<file path="src/rtl/banner_column_reader.sv">
// banner_column_reader: streams a scrolling WIN-column window of a registered-address banner ROM, one column per valid/ready handshake
module banner_column_reader #(
    parameter int NCOLS      = 129,
    parameter int WIN        = 16,
    parameter int HEIGHT     = 57,
    parameter int AW         = 8,
    parameter int SCROLL_DIV = 4
) (
    input  logic                                  clk,
    input  logic                                  rst_n,
    input  logic                                  en,
    output logic [AW-1:0]                         rom_addr,
    input  logic [HEIGHT-1:0]                     rom_data,
    output logic [HEIGHT-1:0]                     col_data,
    output logic                                  col_valid,
    input  logic                                  col_ready,
    output logic [(WIN > 1 ? $clog2(WIN) : 1)-1:0] col_idx,
    output logic                                  frame_last,
    output logic [AW-1:0]                         scroll_pos
);
    localparam int IW = WIN > 1 ? $clog2(WIN) : 1;
    localparam int FW = SCROLL_DIV > 1 ? $clog2(SCROLL_DIV) : 1;
    localparam logic [IW-1:0] LAST_COL = IW'(WIN - 1);
    localparam logic [FW-1:0] LAST_FRAME = FW'(SCROLL_DIV - 1);
    localparam logic [AW-1:0] LAST_OFF = AW'(NCOLS - 1);
    localparam logic [AW:0] NC = (AW + 1)'(NCOLS);

    typedef enum logic [1:0] {IDLE, ISSUE, FETCH, SEND} state_t;

    state_t state, state_n;
    logic [AW-1:0] rom_addr_n, offset, offset_n, step_off;
    logic [HEIGHT-1:0] col_data_n;
    logic col_valid_n, frame_last_n;
    logic [IW-1:0] col_idx_n;
    logic [FW-1:0] frame_cnt, frame_cnt_n;

    // window offset plus column, wrapped once at the banner end
    function automatic logic [AW-1:0] addr(input logic [AW-1:0] o, input logic [IW-1:0] c);
        logic [AW:0] s;
        s = {1'b0, o} + (AW + 1)'(c);
        return s < NC ? AW'(s) : AW'(s - NC);
    endfunction

    assign scroll_pos = offset;
    assign step_off = frame_cnt == LAST_FRAME ? (offset == LAST_OFF ? '0 : offset + 1'b1) : offset;

    // state and all registered outputs; reset returns everything to zero
    always_ff @(posedge clk or negedge rst_n) begin
        if (!rst_n) begin
            state      <= IDLE;
            rom_addr   <= '0;
            col_data   <= '0;
            col_valid  <= 1'b0;
            col_idx    <= '0;
            frame_last <= 1'b0;
            offset     <= '0;
            frame_cnt  <= '0;
        end else begin
            state      <= state_n;
            rom_addr   <= rom_addr_n;
            col_data   <= col_data_n;
            col_valid  <= col_valid_n;
            col_idx    <= col_idx_n;
            frame_last <= frame_last_n;
            offset     <= offset_n;
            frame_cnt  <= frame_cnt_n;
        end
    end

    // next state; ISSUE covers the ROM's address register, FETCH captures its data
    always_comb begin
        state_n      = state;
        rom_addr_n   = rom_addr;
        col_data_n   = col_data;
        col_valid_n  = col_valid;
        col_idx_n    = col_idx;
        frame_last_n = frame_last;
        offset_n     = offset;
        frame_cnt_n  = frame_cnt;
        case (state)
            IDLE: if (en) begin
                rom_addr_n = addr(offset, '0);
                col_idx_n  = '0;
                state_n    = ISSUE;
            end
            ISSUE: state_n = FETCH;
            FETCH: begin
                col_data_n   = rom_data;
                col_valid_n  = 1'b1;
                frame_last_n = col_idx == LAST_COL;
                state_n      = SEND;
            end
            default: if (col_ready) begin
                col_valid_n  = 1'b0;
                frame_last_n = 1'b0;
                if (col_idx != LAST_COL) begin
                    col_idx_n  = col_idx + 1'b1;
                    rom_addr_n = addr(offset, col_idx + 1'b1);
                    state_n    = ISSUE;
                end else begin
                    frame_cnt_n = frame_cnt == LAST_FRAME ? '0 : frame_cnt + 1'b1;
                    offset_n    = step_off;
                    if (en) begin
                        rom_addr_n = step_off;
                        col_idx_n  = '0;
                        state_n    = ISSUE;
                    end else begin
                        state_n = IDLE;
                    end
                end
            end
        endcase
    end
endmodule

</file>
<file path="config.mk">
export PLATFORM = sky130hd
export DESIGN_NAME = banner_column_reader
export DESIGN_NICKNAME = d
export VERILOG_FILES = /design/src/rtl/banner_column_reader.sv
export SDC_FILE = /design/constraint.sdc
export NUM_CORES = 1
export LEC_CHECK = 0
export ABC_AREA = 1
export CORE_AREA = 2 2 127 129
export CTS_BUF_LIST = sky130_fd_sc_hd__clkbuf_8 sky130_fd_sc_hd__clkbuf_16
export DETAILED_ROUTE_END_ITERATION = 10
export DIE_AREA = 0 0 129 131
export DONT_BUFFER_PORTS = 1
export GPL_TIMING_DRIVEN = 0
export HOLD_SLACK_MARGIN = 0.02
export MAX_ROUTING_LAYER = met4
export PLACE_DENSITY = 0.53
export SYNTH_ARGS = -nofsm -noshare
export SYNTH_HDL_FRONTEND = slang
export SYNTH_SLANG_ARGS = --single-unit
</file>
<file path="constraint.sdc">
create_clock -name clk -period 3 [get_ports clk]
set_input_delay 0.9 -clock clk [delete_from_list [all_inputs] [get_ports clk]]
set_output_delay 0.9 -clock clk [all_outputs]
set_load 0.03 [all_outputs]
</file>
* After elaboration in Yosys (flattened, before gate mapping)
Cells that the tools add are included.
** Storage, ports and cells
- Register bits after elaboration :: 83
- Input bits :: 61
- Output and inout port bits :: 79
- Logic and storage cells :: 62
** Operators by class
- $add $sub $neg :: 6
- $lt $le $gt $ge :: 2
- Equality and inequality tests :: 7
- Mux-type cells :: 22
- Bitwise operators :: 4
- Reductions and logical operators :: 13
** Operators by type and width (count)
- 8-bit two-way mux :: 8
- 8-bit one-hot mux with 2 select lines :: 1
- 8-bit subtractor, second input constant :: 2
- 4-bit two-way mux :: 3
- 8-bit by 4-bit adder with 9-bit output :: 1
- 9-bit by 8-bit < comparator with 1-bit output, second input constant :: 1
- 8-bit by 1-bit adder with 8-bit output, second input constant :: 1
- 8-bit equality test, second input constant :: 1
- 8-bit < comparator, second input constant :: 1
- 4-bit one-hot mux with 2 select lines :: 1
- 2-bit two-way mux :: 3
- 2-bit one-hot mux with 3 select lines :: 1
- 2-bit AND reduction :: 3
- 2-bit nonzero test :: 3
- 4-bit by 1-bit adder with 4-bit output, second input constant :: 1
- 2-bit equality test, second input constant :: 2
- 4-bit equality test, second input constant :: 1
- 4-bit != test, second input constant :: 1
- 1-bit inverter :: 4
- 1-bit one-hot mux with 2 select lines :: 2
- 4-bit AND reduction :: 1
- 4-bit nonzero test :: 1
- 2-bit OR reduction :: 2
- 1-bit two-way mux :: 3
- other kinds (6) :: 6

* Logic depth before layout (Yosys ltp)
- Word-level depth :: 7
- Gate-level depth with buffers :: 19
- Depth with buffers taken out :: 19

* Worst setup path before layout
Ideal clock, no wire load.
- Kind :: register -> register
- From :: register col_idx[0] in the netlist's numbering
- To :: register rom_addr[0]
- Data arrival time :: 2.378 ns
- Data required time :: 2.883 ns
- Setup slack :: 0.506 ns
- Cell stages (with the launch flop) :: 17
- Period minus slack after synthesis :: 2.494 ns
- Cell sequence :: dfrtp_1 > ha_1 > inv_1 > fa_1 > nand2_1 > nor2_2 > nand3_2 > nor2_2 > nand3_2 > nand2_4 > nand2_4 > nand2_1 > nand2_1 > nand2_1 > nand2_1 > nand2_1 > nand2_1
** On the way
- Longest elaborated chain between the ends :: 7
- Elaborated cells between the ends (all ways) :: 11
- Classes of those cells :: add/sub (3); order compare (1); eq/ne (1); mux (4); reduce/logical (2)
** RTL lines
- start: declaration :: RTL line 17 : output logic [(WIN > 1 ? $clog2(WIN) : 1)-1:0] col_idx,
- start signal: assignment :: RTL line 63 : col_idx <= col_idx_n;
- 4-bit by 1-bit adder with 4-bit output :: RTL line 98 : rom_addr_n = addr(offset, col_idx + 1'b1);
- 8-bit by 4-bit adder with 9-bit output :: RTL line 40 : s = {1'b0, o} + (AW + 1)'(c);
- 8-bit subtractor / 9-bit by 8-bit < comparator with 1-bit output (equally long branches) :: RTL line 41 : return s < NC ? AW'(s) : AW'(s - NC);
- 8-bit two-way mux :: RTL line 41
- 8-bit two-way mux :: RTL line 96 : if (col_idx != LAST_COL) begin
- 8-bit two-way mux :: RTL line 93 : default: if (col_ready) begin
- 8-bit one-hot mux with 2 select lines :: RTL line 80 : case (state)
- end signal: assignment :: RTL line 60 : rom_addr <= rom_addr_n;
- end: declaration :: RTL line 12 : output logic [AW-1:0] rom_addr,
Several ways; a longest one is shown, not always the timed one. The select of a mux whose other input is x is not followed.
A chain may end at the register's enable or synchronous reset.

* Final worst setup path
- From :: register col_idx[1] in the netlist's numbering
- To :: register rom_addr[0]
** On the way
- Longest elaborated chain between the ends :: 7
- Elaborated cells between the ends (all ways) :: 10
- Classes of those cells :: add/sub (2); order compare (1); eq/ne (1); mux (4); reduce/logical (2)
** RTL lines (RTL line)
- 4-bit by 1-bit adder with 4-bit output :: 98
- 8-bit by 4-bit adder with 9-bit output :: 40
- 9-bit by 8-bit < comparator with 1-bit output :: 41
- 8-bit two-way mux :: 41
- 8-bit two-way mux :: 96
- 8-bit two-way mux :: 93
- 8-bit one-hot mux with 2 select lines :: 80
Several ways; a longest one is shown, not always the timed one. The select of a mux whose other input is x is not followed.

==> metrics <==
Hold Vio Cnt, Final=0; H-tree depth=3; CP Data Arrival Time=3.01 ns; worst IR drop on VDD=0.443 mV; WS Path Type=reg2reg; TritonRoute pass-1 iters=4; Ant. Diodes=0; largest net degree at the start of global routing=84; Area Growth Syn to Fin=14.3%; WL final=11600 um; DPL Wire Length=8750 um; post-synth top area share=47.3%; dpl ws=0.139 ns; worst slew pin tran=0.551 ns; Req. time, crit path=3.24 ns; final core utilization=32.2%; Max Buffers Root-to-Sink=2; most area-hungry cell type in the Yosys netlist=dfrtp_1; Die X=129 um; CP Max Fanout=9; largest cells by area after synthesis=dfrtp_1, nand2_1, nand3_1, ha_1, inv_1; Synth Warn #=0; fmax=361 MHz; Max-slew headroom=63.3%; die area=0.0169 mm^2; CTS tree=done; crit end category=flip-flop; sequential fraction of the synthesis area=47.3%; Cell Pwr Density=1340 mW/mm^2; worst skew pair latency=0.35 ns; Filler cells=1682; initial antenna violation count=0; worst hold margin=0.246 ns; Die Height=131 um; Residual DRC=0; flip-flop and latch area=0.00208 mm^2; worst hold path class=in2async; RSZ-0062 raised after global routing=no; Post-Syn Instances=561; Syn Area/Cell=7.83 um^2; Iter 0 DRT Violations=240; Syn Nets=637; Core ar.=0.0156 mm^2; FF-to-FF Start=col_idx[1]; DP Cell Count=777; Setup Buffers After CTS=0; share of cells above drive strength 1=11.6%; mapped cell area=0.00439 mm^2; CP startpoint=col_idx[1]; Area after DPL=0.00466 mm^2; Worst setup SP type=flip-flop; root buffer cell=clkbuf_16; status=finished clean; register bit total from synthesis=83; DR WL/cell=14.6 um; Tot GR Track Use=14.3%; area of the multi-input gates=0.00203 mm^2; first-pass GRT wire length=18000 um; max-cap viol count=0; Setup violations, final=0; Power, Total=6.72 mW; Tcrit/Tclk final=92.5%; Reg2Reg Setup Slack=0.23 ns; Starting Density=28.2%; total CTS buffers=9; Setup WS post-layout=0.226 ns; via count=3623; PortBufs=0; vias in the first global route=3443; fin area=0.00502 mm^2; num ports=140; Setup TNS=0 ns; count of cell types in the netlist=34; Cell Count, Final, Fillers Out=793; Cell Rows=46; clk sink count=83; RePlAce Congestion=0.882; Tmin final=2.77 ns; Routed Antenna Nets=0; vias per inst=4.57; GRT Residual Overflow=0; Layout Nets=648; Leakage=2.54 nW; Max Slew Vio Count=0; clock-pin slew on the worst setup and hold paths=0.07 ns; Worst Clk Skew=0.00731 ns
## path summary, 6_finish.rpt
kind                       depth (start not counted)            to
max                                               16   rom_addr[0]
min                                                0   col_data[0]
max reg2reg                                       16   rom_addr[0]
min reg2reg                                        2  frame_cnt[1]
max in group asynchronous                          0  col_data[37]
min in group clk                                   2  frame_cnt[1]
## cells by family (layout without fill, tap and decap cells)
family | count (synthesis) | after routing | synth area share [%]
XOR/XNOR | 11 | 11 | 2.62
buffers and inverters | 66 | 82 | 6.44
AND/OR/NAND/NOR | 334 | 334 | 32.4
AO/OA/AOI/OAI | 52 | 52 | 6.84
adder cells (fa/ha/maj) | 15 | 15 | 4.44
flip-flops | 83 | 83 | 47.3
## synthesized netlist by cell type
| cell | number |
|---|---|
| nand2_1 | 248 |
| a31oi_1 | 2 |
| xnor2_1 | 1 |
| nand4_1 | 2 |
| nand3_2 | 5 |
| nor2_1 | 21 |
| o311ai_0 | 1 |
| clkbuf_1 | 13 |
| inv_1 | 33 |
| nand2_4 | 3 |
| nor3_2 | 2 |
| nand2_2 | 7 |
| nor2_4 | 3 |
| o211ai_1 | 1 |
| buf_2 | 2 |
| nand3_1 | 36 |
| dfrtp_1 | 83 |
| inv_2 | 10 |
| clkinv_1 | 2 |
| nor2_2 | 3 |
| o21bai_1 | 1 |
| xor2_1 | 9 |
| o21ai_1 | 5 |
| fa_1 | 1 |
| buf_1 | 2 |
| o21ai_0 | 20 |
| ha_1 | 14 |
| buf_6 | 3 |
| nor3_1 | 4 |
| o21a_1 | 1 |
| xor2_4 | 1 |
| clkbuf_8 | 1 |
| a21oi_2 | 7 |
| a21oi_1 | 14 |
## registers in the layout, indices dropped and copies added (netlist names)
name and count:
col_data 57, rom_addr 8, scroll_pos 8, col_idx 4, frame_cnt 2, state 2, col_valid 1, frame_last 1
## layout by cell type (no fill, tap or decap), types with 9 or more instances in the layout
cell type  instances
nand2_1          248
nor2_1            21
a21oi_1           14
o21ai_0           20
inv_1             34
dfrtp_1           78
clkbuf_1          13
ha_1              14
clkbuf_16          9
xor2_1             9
nand3_1           36
inv_2             10
## power by group
group	switching, mW	internal, mW	total [mW]
clock	0.480	0.839	1.32
combinational	1.59	0.828	2.42
sequential	1.36	1.62	2.99
total	3.43	3.29	6.72
## critical path, stage by stage, from the launching register on
cell and delay (ns):
dfrtp_2 0.49, ha_1 0.33, inv_1 0.07, fa_1 0.57, nand2_1 0.10, nor2_2 0.12, nand3_2 0.10, nor2_2 0.14
nand3_2 0.11, nand2_4 0.14, nand2_4 0.10, nand2_1 0.07, nand2_1 0.05, nand2_1 0.05, nand2_1 0.08, nand2_1 0.09
nand2_1 0.05
## cell type report
type	count	share of cell area, %
Sequential cell	83	41.5
Multi-Input combinational cell	412	40.5
Tap cell	216	5.38
Clock buffer	10	4.76
Inverter	45	3.36
Buffer	21	2.27
Clock inverter	6	2.24
## repair_timing
| action | in CTS | in global routing |
|---|---|---|
| setup endpoints to repair | 0 | 1 |
| gates resized for setup | 0 | 5 |
| hold buffers | 0 | 0 |
## per-layer routing
| layer | global-route usage (%) | wire [um] | vias up |
|---|---|---|---|
| met3 | 3.71 | 756 | 20 |
| li1 | - | - | 1784 |
| met1 | 17.3 | 4970 | 1708 |
| met4 | 6.33 | 288 | 0 |
| met2 | 22.7 | 5560 | 111 |
| met5 | - | 0 | - |
No activity file was read; power rests on OpenSTA's default activity.
